$ cat src/rtl/riscv_multicycle_ctrl.sv
// Multicycle RV32I main controller: Moore FSM, ALU/immediate decoders, retired-instruction counter.
// Optional RISCV_CTRL_BNE_EN: the BEQ state also resolves bne (funct3 001); other branch funct3 are illegal.
module riscv_multicycle_ctrl #(
  parameter int CNT_W = 32
) (
  input  logic             clk,
  input  logic             reset,
  input  logic [6:0]       op,
  input  logic [2:0]       funct3,
  input  logic             funct7b5,
  input  logic             Zero,
  output logic             PCWrite,
  output logic             AdrSrc,
  output logic             MemWrite,
  output logic             IRWrite,
  output logic [1:0]       ResultSrc,
  output logic [1:0]       ALUSrcA,
  output logic [1:0]       ALUSrcB,
  output logic [2:0]       ALUControl,
  output logic [1:0]       ImmSrc,
  output logic             RegWrite,
  output logic             illegal,
  output logic [CNT_W-1:0] instret
);

  localparam logic [6:0] OP_LW  = 7'b0000011;
  localparam logic [6:0] OP_SW  = 7'b0100011;
  localparam logic [6:0] OP_R   = 7'b0110011;
  localparam logic [6:0] OP_I   = 7'b0010011;
  localparam logic [6:0] OP_BR  = 7'b1100011;
  localparam logic [6:0] OP_JAL = 7'b1101111;

  typedef enum logic [3:0] {
    FETCH, DECODE, MEMADR, MEMREAD, MEMWB, MEMWRITE,
    EXECUTER, EXECUTEI, ALUWB, BEQ, JAL
  } state_t;

  state_t           r_state;
  state_t           w_next;
  logic             w_legal;
  logic             w_taken;
  logic [1:0]       w_aluOp;
  logic [CNT_W-1:0] r_instret;
  logic             r_pcUpdate, r_branch, r_adrSrc, r_memWrite, r_irWrite, r_regWrite;
  logic [1:0]       r_resultSrc, r_aluSrcA, r_aluSrcB, r_aluOp;

  always_comb begin
    w_legal = 1'b0;
    case (op)
      OP_LW, OP_SW, OP_R, OP_I, OP_JAL: w_legal = 1'b1;
`ifdef RISCV_CTRL_BNE_EN
      OP_BR: w_legal = (funct3 == 3'b000) || (funct3 == 3'b001);
`else
      OP_BR: w_legal = 1'b1;
`endif
      default: w_legal = 1'b0;
    endcase
  end

  always_comb begin
    w_next = FETCH;
    case (r_state)
      FETCH: w_next = DECODE;
      DECODE: begin
        if (w_legal) begin
          case (op)
            OP_LW, OP_SW: w_next = MEMADR;
            OP_R:         w_next = EXECUTER;
            OP_I:         w_next = EXECUTEI;
            OP_BR:        w_next = BEQ;
            OP_JAL:       w_next = JAL;
            default:      w_next = FETCH;
          endcase
        end
      end
      MEMADR:   w_next = (op == OP_SW) ? MEMWRITE : MEMREAD;
      MEMREAD:  w_next = MEMWB;
      EXECUTER, EXECUTEI, JAL: w_next = ALUWB;
      default:  w_next = FETCH;
    endcase
  end

  // Controls are registered from the next state so they line up with r_state.
  always_ff @(posedge clk) begin
    r_pcUpdate  <= 1'b0;
    r_branch    <= 1'b0;
    r_adrSrc    <= 1'b0;
    r_memWrite  <= 1'b0;
    r_irWrite   <= 1'b0;
    r_regWrite  <= 1'b0;
    r_resultSrc <= 2'b00;
    r_aluSrcA   <= 2'b00;
    r_aluSrcB   <= 2'b00;
    r_aluOp     <= 2'b00;
    if (reset) begin
      r_state     <= FETCH;
      r_instret   <= '0;
      r_irWrite   <= 1'b1;
      r_pcUpdate  <= 1'b1;
      r_aluSrcB   <= 2'b10;
      r_resultSrc <= 2'b10;
    end else begin
      r_state <= w_next;
      if (r_state == MEMWB || r_state == MEMWRITE || r_state == ALUWB || r_state == BEQ)
        r_instret <= r_instret + CNT_W'(1);
      case (w_next)
        FETCH: begin
          r_irWrite   <= 1'b1;
          r_pcUpdate  <= 1'b1;
          r_aluSrcB   <= 2'b10;
          r_resultSrc <= 2'b10;
        end
        DECODE: begin
          r_aluSrcA <= 2'b01;
          r_aluSrcB <= 2'b01;
        end
        MEMADR: begin
          r_aluSrcA <= 2'b10;
          r_aluSrcB <= 2'b01;
        end
        MEMREAD: r_adrSrc <= 1'b1;
        MEMWB: begin
          r_resultSrc <= 2'b01;
          r_regWrite  <= 1'b1;
        end
        MEMWRITE: begin
          r_adrSrc   <= 1'b1;
          r_memWrite <= 1'b1;
        end
        EXECUTER: begin
          r_aluSrcA <= 2'b10;
          r_aluOp   <= 2'b10;
        end
        EXECUTEI: begin
          r_aluSrcA <= 2'b10;
          r_aluSrcB <= 2'b01;
          r_aluOp   <= 2'b10;
        end
        ALUWB: r_regWrite <= 1'b1;
        BEQ: begin
          r_aluSrcA <= 2'b10;
          r_aluOp   <= 2'b01;
          r_branch  <= 1'b1;
        end
        JAL: begin
          r_aluSrcA  <= 2'b01;
          r_aluSrcB  <= 2'b10;
          r_pcUpdate <= 1'b1;
        end
        default: r_irWrite <= 1'b0;
      endcase
    end
  end

`ifdef RISCV_CTRL_BNE_EN
  assign w_taken = Zero ^ funct3[0];
`else
  assign w_taken = Zero;
`endif

  assign w_aluOp = reset ? 2'b00 : r_aluOp;

  always_comb begin
    ALUControl = 3'b000;
    case (w_aluOp)
      2'b01: ALUControl = 3'b001;
      2'b10: begin
        case (funct3)
          3'b000:  ALUControl = (op[5] & funct7b5) ? 3'b001 : 3'b000;
          3'b010:  ALUControl = 3'b101;
          3'b110:  ALUControl = 3'b011;
          3'b111:  ALUControl = 3'b010;
          default: ALUControl = 3'b000;
        endcase
      end
      default: ALUControl = 3'b000;
    endcase
  end

  always_comb begin
    ImmSrc = 2'b00;
    case (op)
      OP_SW:   ImmSrc = 2'b01;
      OP_BR:   ImmSrc = 2'b10;
      OP_JAL:  ImmSrc = 2'b11;
      default: ImmSrc = 2'b00;
    endcase
  end

  // While reset is held, enables are suppressed and muxes show their FETCH settings.
  assign PCWrite   = ~reset & (r_pcUpdate | (r_branch & w_taken));
  assign MemWrite  = ~reset & r_memWrite;
  assign IRWrite   = ~reset & r_irWrite;
  assign RegWrite  = ~reset & r_regWrite;
  assign illegal   = ~reset & (r_state == DECODE) & ~w_legal;
  assign AdrSrc    = reset ? 1'b0 : r_adrSrc;
  assign ResultSrc = reset ? 2'b10 : r_resultSrc;
  assign ALUSrcA   = reset ? 2'b00 : r_aluSrcA;
  assign ALUSrcB   = reset ? 2'b10 : r_aluSrcB;
  assign instret   = r_instret;

endmodule

$ cat config.mk
export PLATFORM = sky130hd
export DESIGN_NAME = riscv_multicycle_ctrl
export DESIGN_NICKNAME = d
export VERILOG_FILES = /design/src/rtl/riscv_multicycle_ctrl.sv
export SDC_FILE = /design/constraint.sdc
export NUM_CORES = 1
export LEC_CHECK = 0
export BUFFER_PORTS_ARGS = -buffer_cell sky130_fd_sc_hd__buf_2
export CORE_MARGIN = 2
export CORE_UTILIZATION = 30
export CTS_BUF_LIST = sky130_fd_sc_hd__clkbuf_2
export CTS_CLUSTER_DIAMETER = 100
export DETAILED_ROUTE_END_ITERATION = 8
export PLACE_DENSITY = 0.49
export SLEW_MARGIN = 10
export SYNTH_ARGS = -nofsm -noshare
export SYNTH_HDL_FRONTEND = slang
export SYNTH_SLANG_ARGS = --single-unit
$ cat constraint.sdc
create_clock -name clk -period 2.9 [get_ports clk]
set_clock_uncertainty 0.05 [all_clocks]
set_input_delay 0.87 -clock clk [delete_from_list [all_inputs] [get_ports clk]]
set_output_delay 0.87 -clock clk [all_outputs]
set_load 0.05 [all_outputs]
==> results of run 1 <==
[final timing paths]
check	depth (start not counted)	end
worst max-delay path	6	ALUControl[2]
worst max register to register	8	r_aluSrcB[1]
worst min-delay path	2	instret[8]
worst min register to register	2	instret[8]
[metal layers]
metal | wire (um) | up-vias
met4 | 63 | 0
met5 | 0 | -
met3 | 185 | 7
met1 | 2490 | 902
li1 | - | 1068
met2 | 2370 | 34
[cells in the mapped netlist (2+ instances only)]
| cell type | n |
|---|---|
| a21oi_1 | 9 |
| and4_1 | 4 |
| buf_2 | 3 |
| clkbuf_1 | 9 |
| dfxtp_1 | 49 |
| ha_1 | 3 |
| inv_1 | 13 |
| mux2i_1 | 2 |
| nand2_1 | 15 |
| nand2b_1 | 5 |
| nand3_1 | 10 |
| nand4_1 | 6 |
| nor2_1 | 51 |
| nor2b_1 | 10 |
| nor3_1 | 16 |
| nor4_1 | 5 |
| o21ai_0 | 2 |
| o21ai_1 | 4 |
| or2_1 | 3 |
| or2_2 | 2 |
| or3_1 | 6 |
| xnor2_1 | 22 |
| xor2_1 | 7 |
[final cells by class]
cell class                 instances  area [um^2]
multi-input combinational        204         1330
inverter                          13         48.8
sequential                        49          981
fill                             814         4660
clock buffer                       5         25.0
clock inverter                     2         11.3
tap                              102          128
timing repair buffer              73          420
[sequential cells by signal, summed over array words and instances (netlist names)]
name	count
r_state	4
r_regWrite	1
r_aluOp	2
r_irWrite	1
r_memWrite	1
r_aluSrcB	2
r_adrSrc	1
r_resultSrc	2
instret	32
r_aluSrcA	2
r_pcUpdate	1
[worst max-delay path: cells and delay by family]
kind	cells	cell delay, ps
fa+ha+maj	1	240
buf+inv	3	360
simple gates	2	420
[logic make-up (layout without fill, tap and decap cells)]
kind of cell,after synthesis,after routing,synth area share (%)
simple gates,145,145,32.9
flops,49,49,42.2
xor+xnor,29,29,10.9
buf+inv,25,93,4.20
compound gates,24,24,6.74
fa+ha+maj,3,3,1.62
mux,3,3,1.35
[layout by cell type (no fill, tap or decap), types with 2 or more instances in the layout]
cell type,n
buf_2,59
dfxtp_1,49
nor2_1,48
xnor2_1,22
nand2_1,15
nor3_1,15
inv_1,12
nand3_1,10
nor2b_1,10
buf_4,10
a21oi_1,9
nand4_1,6
xor2_1,6
or3_1,6
clkbuf_2,5
nor2_2,4
o21ai_1,4
and4_1,4
nor4_4,3
or2_1,3
nor4_1,3
nand2b_4,2
or2_2,2
o21ai_0,2
nand2b_1,2
mux2i_1,2
ha_1,2
buf_6,2
[power groups by stage]
stage	clock, mW	combinational [mW]	sequential [mW]
2_1_floorplan	0	0.0811	0.700
3_3_place_gp	0	0.116	0.701
4_1_cts	0.286	0.116	0.688
3_5_place_dp	0	0.116	0.700
6_report	0.268	0.115	0.688
5_1_grt	0.301	0.125	0.689
[what timing repair did]
item | in CTS | in global routing
endpoints found under the hold margin | 0 | 0
cloned | 0 | 0
gates resized for setup | 1 | 5
endpoints found under the setup margin | 1 | 3
==> results.py, run 1 <==
metrics = {
    "outcome": {
        "status": "complete, no violations",
    },
    "layout": {
        "final_nets": 363,
        "drive_above_1_share_pct": 30.1,
        "postLayoutCellArea_um2": 2940,
        "diodes": 0,
        "syn_to_final_growth_pct": 26.8,
        "final_util_pct": 38.7,
        "fin_cells": 448,
    },
    "critical_path": {
        "cp_max_fo": 3,
        "crit_arrival_ps": 1910,
        "startpoint": "reset",
        "cpPeakStageDelay_ps": 280,
        "crit_path_start_kind": "primary input",
        "crit_chain": "buf_2 > nand2b_4 > inv_2 > ha_4 > nor4_4 > buf_6",
        "cp_slowest_cell": "nor4_4",
        "path_class": "primary input to output port",
        "reg2reg_from": "r_state[2]",
        "end_kind": "output port",
        "crit_required_ps": 1980,
        "ff2ff_setup_slack_ps": 630,
    },
    "detailed_routing": {
        "wirelength_um": 5110,
        "viasPerCell": 4.49,
        "num_vias": 2011,
        "wl_per_cell_um": 11.4,
        "drcViolationCount": 0,
        "drt-pass1-iter-count": 4,
        "antenna_left": 0,
        "drt_iter0_markers": 71,
    },
    "yosys": {
        "yosys_warnings": 0,
        "synth-seq-area-share_pct": 42.2,
        "synth_enable_flop_cells": 0,
        "synth_top_cell_by_area": "dfxtp_1",
        "synth_nets": 295,
        "syn-instance-count": 278,
        "synth_area_leaders": "dfxtp_1 42%, xnor2_1 8.3%, nor2_1 8.2%, nor3_1 3.4%, nor2b_1 2.7%",
        "ys_seq_elements": 49,
        "netlist_area_um2": 2320,
        "synth_top_cell_area_share_pct": 42.2,
        "synthArstFlopShare_pct": 0,
        "synth_cell_types": 45,
        "syn_area_per_cell_um2": 8.35,
        "synth_top_flop_cell": "dfxtp_1",
    },
    "clock_tree": {
        "clkTransAtPathRegs_ps": 210,
        "cts_hold_buf": 0,
        "cts_buffers": 5,
        "clock_latency_ps": 440,
        "htree_levels": 2,
        "cts_sinks": 49,
        "cts_tree": "yes",
        "clk_path_buf_depth": 2,
        "cts_root_buf": "clkbuf_2",
        "cts_setup_buffers": 0,
    },
    "floorplan": {
        "die_h_um": 92.0,
        "core_area_um2": 7610,
        "ioPinCount": 63,
        "die_area_um2": 8460,
        "rows": 32,
        "start_util_pct": 30.5,
        "die_width_um": 92.0,
    },
    "place": {
        "pre_cts_ws_ps": -4.21,
        "numPlacedInstances": 441,
        "dp_hpwl_um": 3640,
        "place_area_um2": 2890,
        "routabilityCongestion": 0.738,
        "numPortBuffers": 62,
    },
    "grt": {
        "grt_util_all_layers_pct": 12.3,
        "use_met2_pct": 20.6,
        "overflow": 0,
        "grt_pass1_vias": 1924,
        "globalRouteMet1Util_pct": 15.7,
        "top_usage_layer": "met2",
        "grt_max_degree": 59,
        "use_met3_pct": 2.63,
        "grt_antenna_before_repair": 0,
        "grt_first_pass_wirelength_um": 8580,
    },
    "power": {
        "p_leak_nw": 1.20,
        "p_total_mw": 1.07,
        "seqPwrFrac_pct": 64.2,
        "netSwitchingFraction_pct": 27.6,
        "power_frac_comb_pct": 10.7,
        "irDropWorstVdd_uv": 191,
        "p_sw_uw": 295,
        "p_int_uw": 776,
        "powerDensity_nw_per_um2": 364,
        "clockPowerShare_pct": 25.0,
    },
    "timing": {
        "finalMaxSlewViolations": 0,
        "hold_viol": 0,
        "period_share_pct": 97.5,
        "fin_ws_ps": 73.3,
        "rsz0062_at_grt": "false",
        "slew_headroom_pct": 66.5,
        "holdWs_ps": 478,
        "tns_ps": 0,
        "period_needed_ps": 2830,
        "setup_violations": 0,
        "fmaxAchievable_ghz": 0.354,
        "worst_slew_pin_slew_ps": 503,
    },
    "min_path": {
        "hp-class": "flip-flop to flip-flop",
        "hold_start": "instret[8]",
    },
    "job": {
        "cap_violations": 0,
    },
}
Power figures use the tool's default switching activity.
==> run 2, diff against run 1 <==
Settings changed: CELL_PAD_IN_SITES_DETAIL_PLACEMENT set to 1, CELL_PAD_IN_SITES_GLOBAL_PLACEMENT set to 2, PLACE_DENSITY 0.49 to 0.77.
==> run 2 against run 1 <==
Net effect:
- first-iteration DRC count down 17%
- die area stayed put
- routed wire length rose by 10%
- combinational power about the same
- clock power up 9.7%
- via count grew 4.3%
- critical path depth is the same
==> results.py, run 2 (synthesized netlist as in run 1, its figures left out) <==
metrics = {
    "outcome": {
        "status": "complete, no violations",
    },
    "place": {
        "dp_hpwl_um": 4220,
        "place_area_um2": 2890,
        "pre_cts_ws_ps": 33.3,
        "routabilityCongestion": 0.702,
        "numPortBuffers": 62,
    },
    "layout": {
        "largest_reg_flops": 32,
        "fill_cells": 953,
        "multi_input_area_um2": 1330,
        "syn_to_final_growth_pct": 27.0,
        "final_util_pct": 38.8,
        "layout_commonest_cell": "buf_2",
        "drive_above_1_share_pct": 31.6,
        "seqCellArea_um2": 983,
        "postLayoutCellArea_um2": 2950,
        "final_nets": 364,
        "diodes": 0,
        "layout_common_cells": "59 x buf_2, 47 x nor2_1, 47 x dfxtp_1",
    },
    "floorplan": {
        "core_area_um2": 7610,
        "rows": 32,
        "die_width_um": 92.0,
        "start_util_pct": 30.5,
        "die_area_um2": 8460,
        "die_h_um": 92.0,
        "ioPinCount": 63,
    },
    "grt": {
        "use_met3_pct": 3.53,
        "use_met2_pct": 24.1,
        "grt_first_pass_wirelength_um": 10100,
        "globalRouteMet1Util_pct": 19.1,
        "grt_pass1_vias": 2126,
        "overflow": 0,
        "grt_max_degree": 29,
        "grt_util_all_layers_pct": 14.4,
        "grt_antenna_before_repair": 0,
        "top_usage_layer": "met2",
    },
    "min_path": {
        "min_path_cells": 2,
        "whs_endpoint": "instret[8]",
        "hold_start": "instret[8]",
        "hp-class": "flip-flop to flip-flop",
    },
    "detailed_routing": {
        "wl_per_cell_um": 12.5,
        "viasPerCell": 4.66,
        "antenna_left": 0,
        "drt_iter0_markers": 59,
        "drt-pass1-iter-count": 4,
        "wirelength_um": 5630,
        "num_vias": 2097,
        "drcViolationCount": 0,
    },
    "clock_tree": {
        "clkTransAtPathRegs_ps": 270,
        "cts_setup_buffers": 0,
        "cts_root_buf": "clkbuf_2",
        "cts_tree": "yes",
        "cts_resized": 0,
        "cts_buffers": 5,
        "cts_hold_buf": 0,
        "clock_latency_ps": 420,
        "clk_path_buf_depth": 2,
        "cts_sinks": 49,
        "htree_levels": 2,
    },
    "critical_path": {
        "cp_max_fo": 4,
        "end_kind": "output port",
        "reg2reg_from": "r_state[1]",
        "r2r_cells": 8,
        "cp_slowest_cell": "clkbuf_4",
        "path_class": "primary input to output port",
        "reg2reg_to": "r_pcUpdate",
        "crit_required_ps": 1980,
        "crit_path_start_kind": "primary input",
        "crit_chain": "buf_2 > nand2b_4 > inv_2 > ha_4 > nor4_4 > clkbuf_4",
        "ff2ff_setup_slack_ps": 640,
        "crit_arrival_ps": 1920,
        "cpPeakStageDelay_ps": 270,
    },
    "power": {
        "powerDensity_nw_per_um2": 373,
        "seqPwrFrac_pct": 62.6,
        "irDropWorstVdd_uv": 244,
        "clockPowerShare_pct": 26.7,
        "power_frac_comb_pct": 10.7,
        "p_sw_uw": 310,
        "p_int_uw": 789,
        "netSwitchingFraction_pct": 28.2,
        "p_leak_nw": 1.20,
    },
    "timing": {
        "finalMaxSlewViolations": 0,
        "fmaxAchievable_ghz": 0.352,
        "period_share_pct": 97.9,
        "worst_slew_pin_slew_ps": 546,
        "hold_viol": 0,
        "fin_ws_ps": 59.6,
        "slew_headroom_pct": 63.6,
        "tns_ps": 0,
        "period_needed_ps": 2840,
        "setup_violations": 0,
        "rsz0062_at_grt": "false",
    },
    "job": {
        "cap_violations": 0,
    },
}
==> run 2: metrics by stage <==
step,hold slack [ps],instances,total power [mW]
floorplan,589,278,0.781
global placement,446,442,0.817
detailed placement,449,442,0.819
CTS,478,450,1.13
global route,529,450,1.16
finish,471,450,1.10
==> run 2: metal layers <==
metal  up-vias  wire, um
li1       1066         -
met1       999      2680
met2        30      2720
met3         2       210
met4         0        25
met5         -         0
==> run 2: area by class of cell <==
type | count | share of cell area (%)
repair buffers | 74 | 13.8
clock buffers | 5 | 0.848
multi-input cells | 204 | 45.2
flip-flops and latches | 49 | 33.3
well taps | 102 | 4.33
clock inverters | 3 | 0.848
inverters | 13 | 1.65
==> run 2: power groups by stage <==
stage	Clock, mW	Combinational, mW	Sequential (mW)
after global placement	0	0.117	0.701
after global routing	0.342	0.128	0.691
after CTS	0.320	0.119	0.689
after floorplan	0	0.0811	0.700
final	0.294	0.117	0.688
after detailed placement	0	0.118	0.700
==> run 2: critical path, delay by kind of cell <==
kind / cells / cell delay [ps]
buffers and inverters: 3 / 450
adder cells (fa/ha/maj): 1 / 210
AND/OR/NAND/NOR: 2 / 390
==> run 2: worst max-delay path by stage <==
stage	from	to	slack, ps	cells past startpoint
final	reset	ALUControl[2]	60	6
after floorplan	reset	ALUControl[2]	-120	5
after global routing	r_state[2]	illegal	6	3
after detailed placement	reset	ALUControl[2]	30	6
after global placement	reset	ALUControl[2]	40	6
after CTS	r_state[2]	illegal	20	3
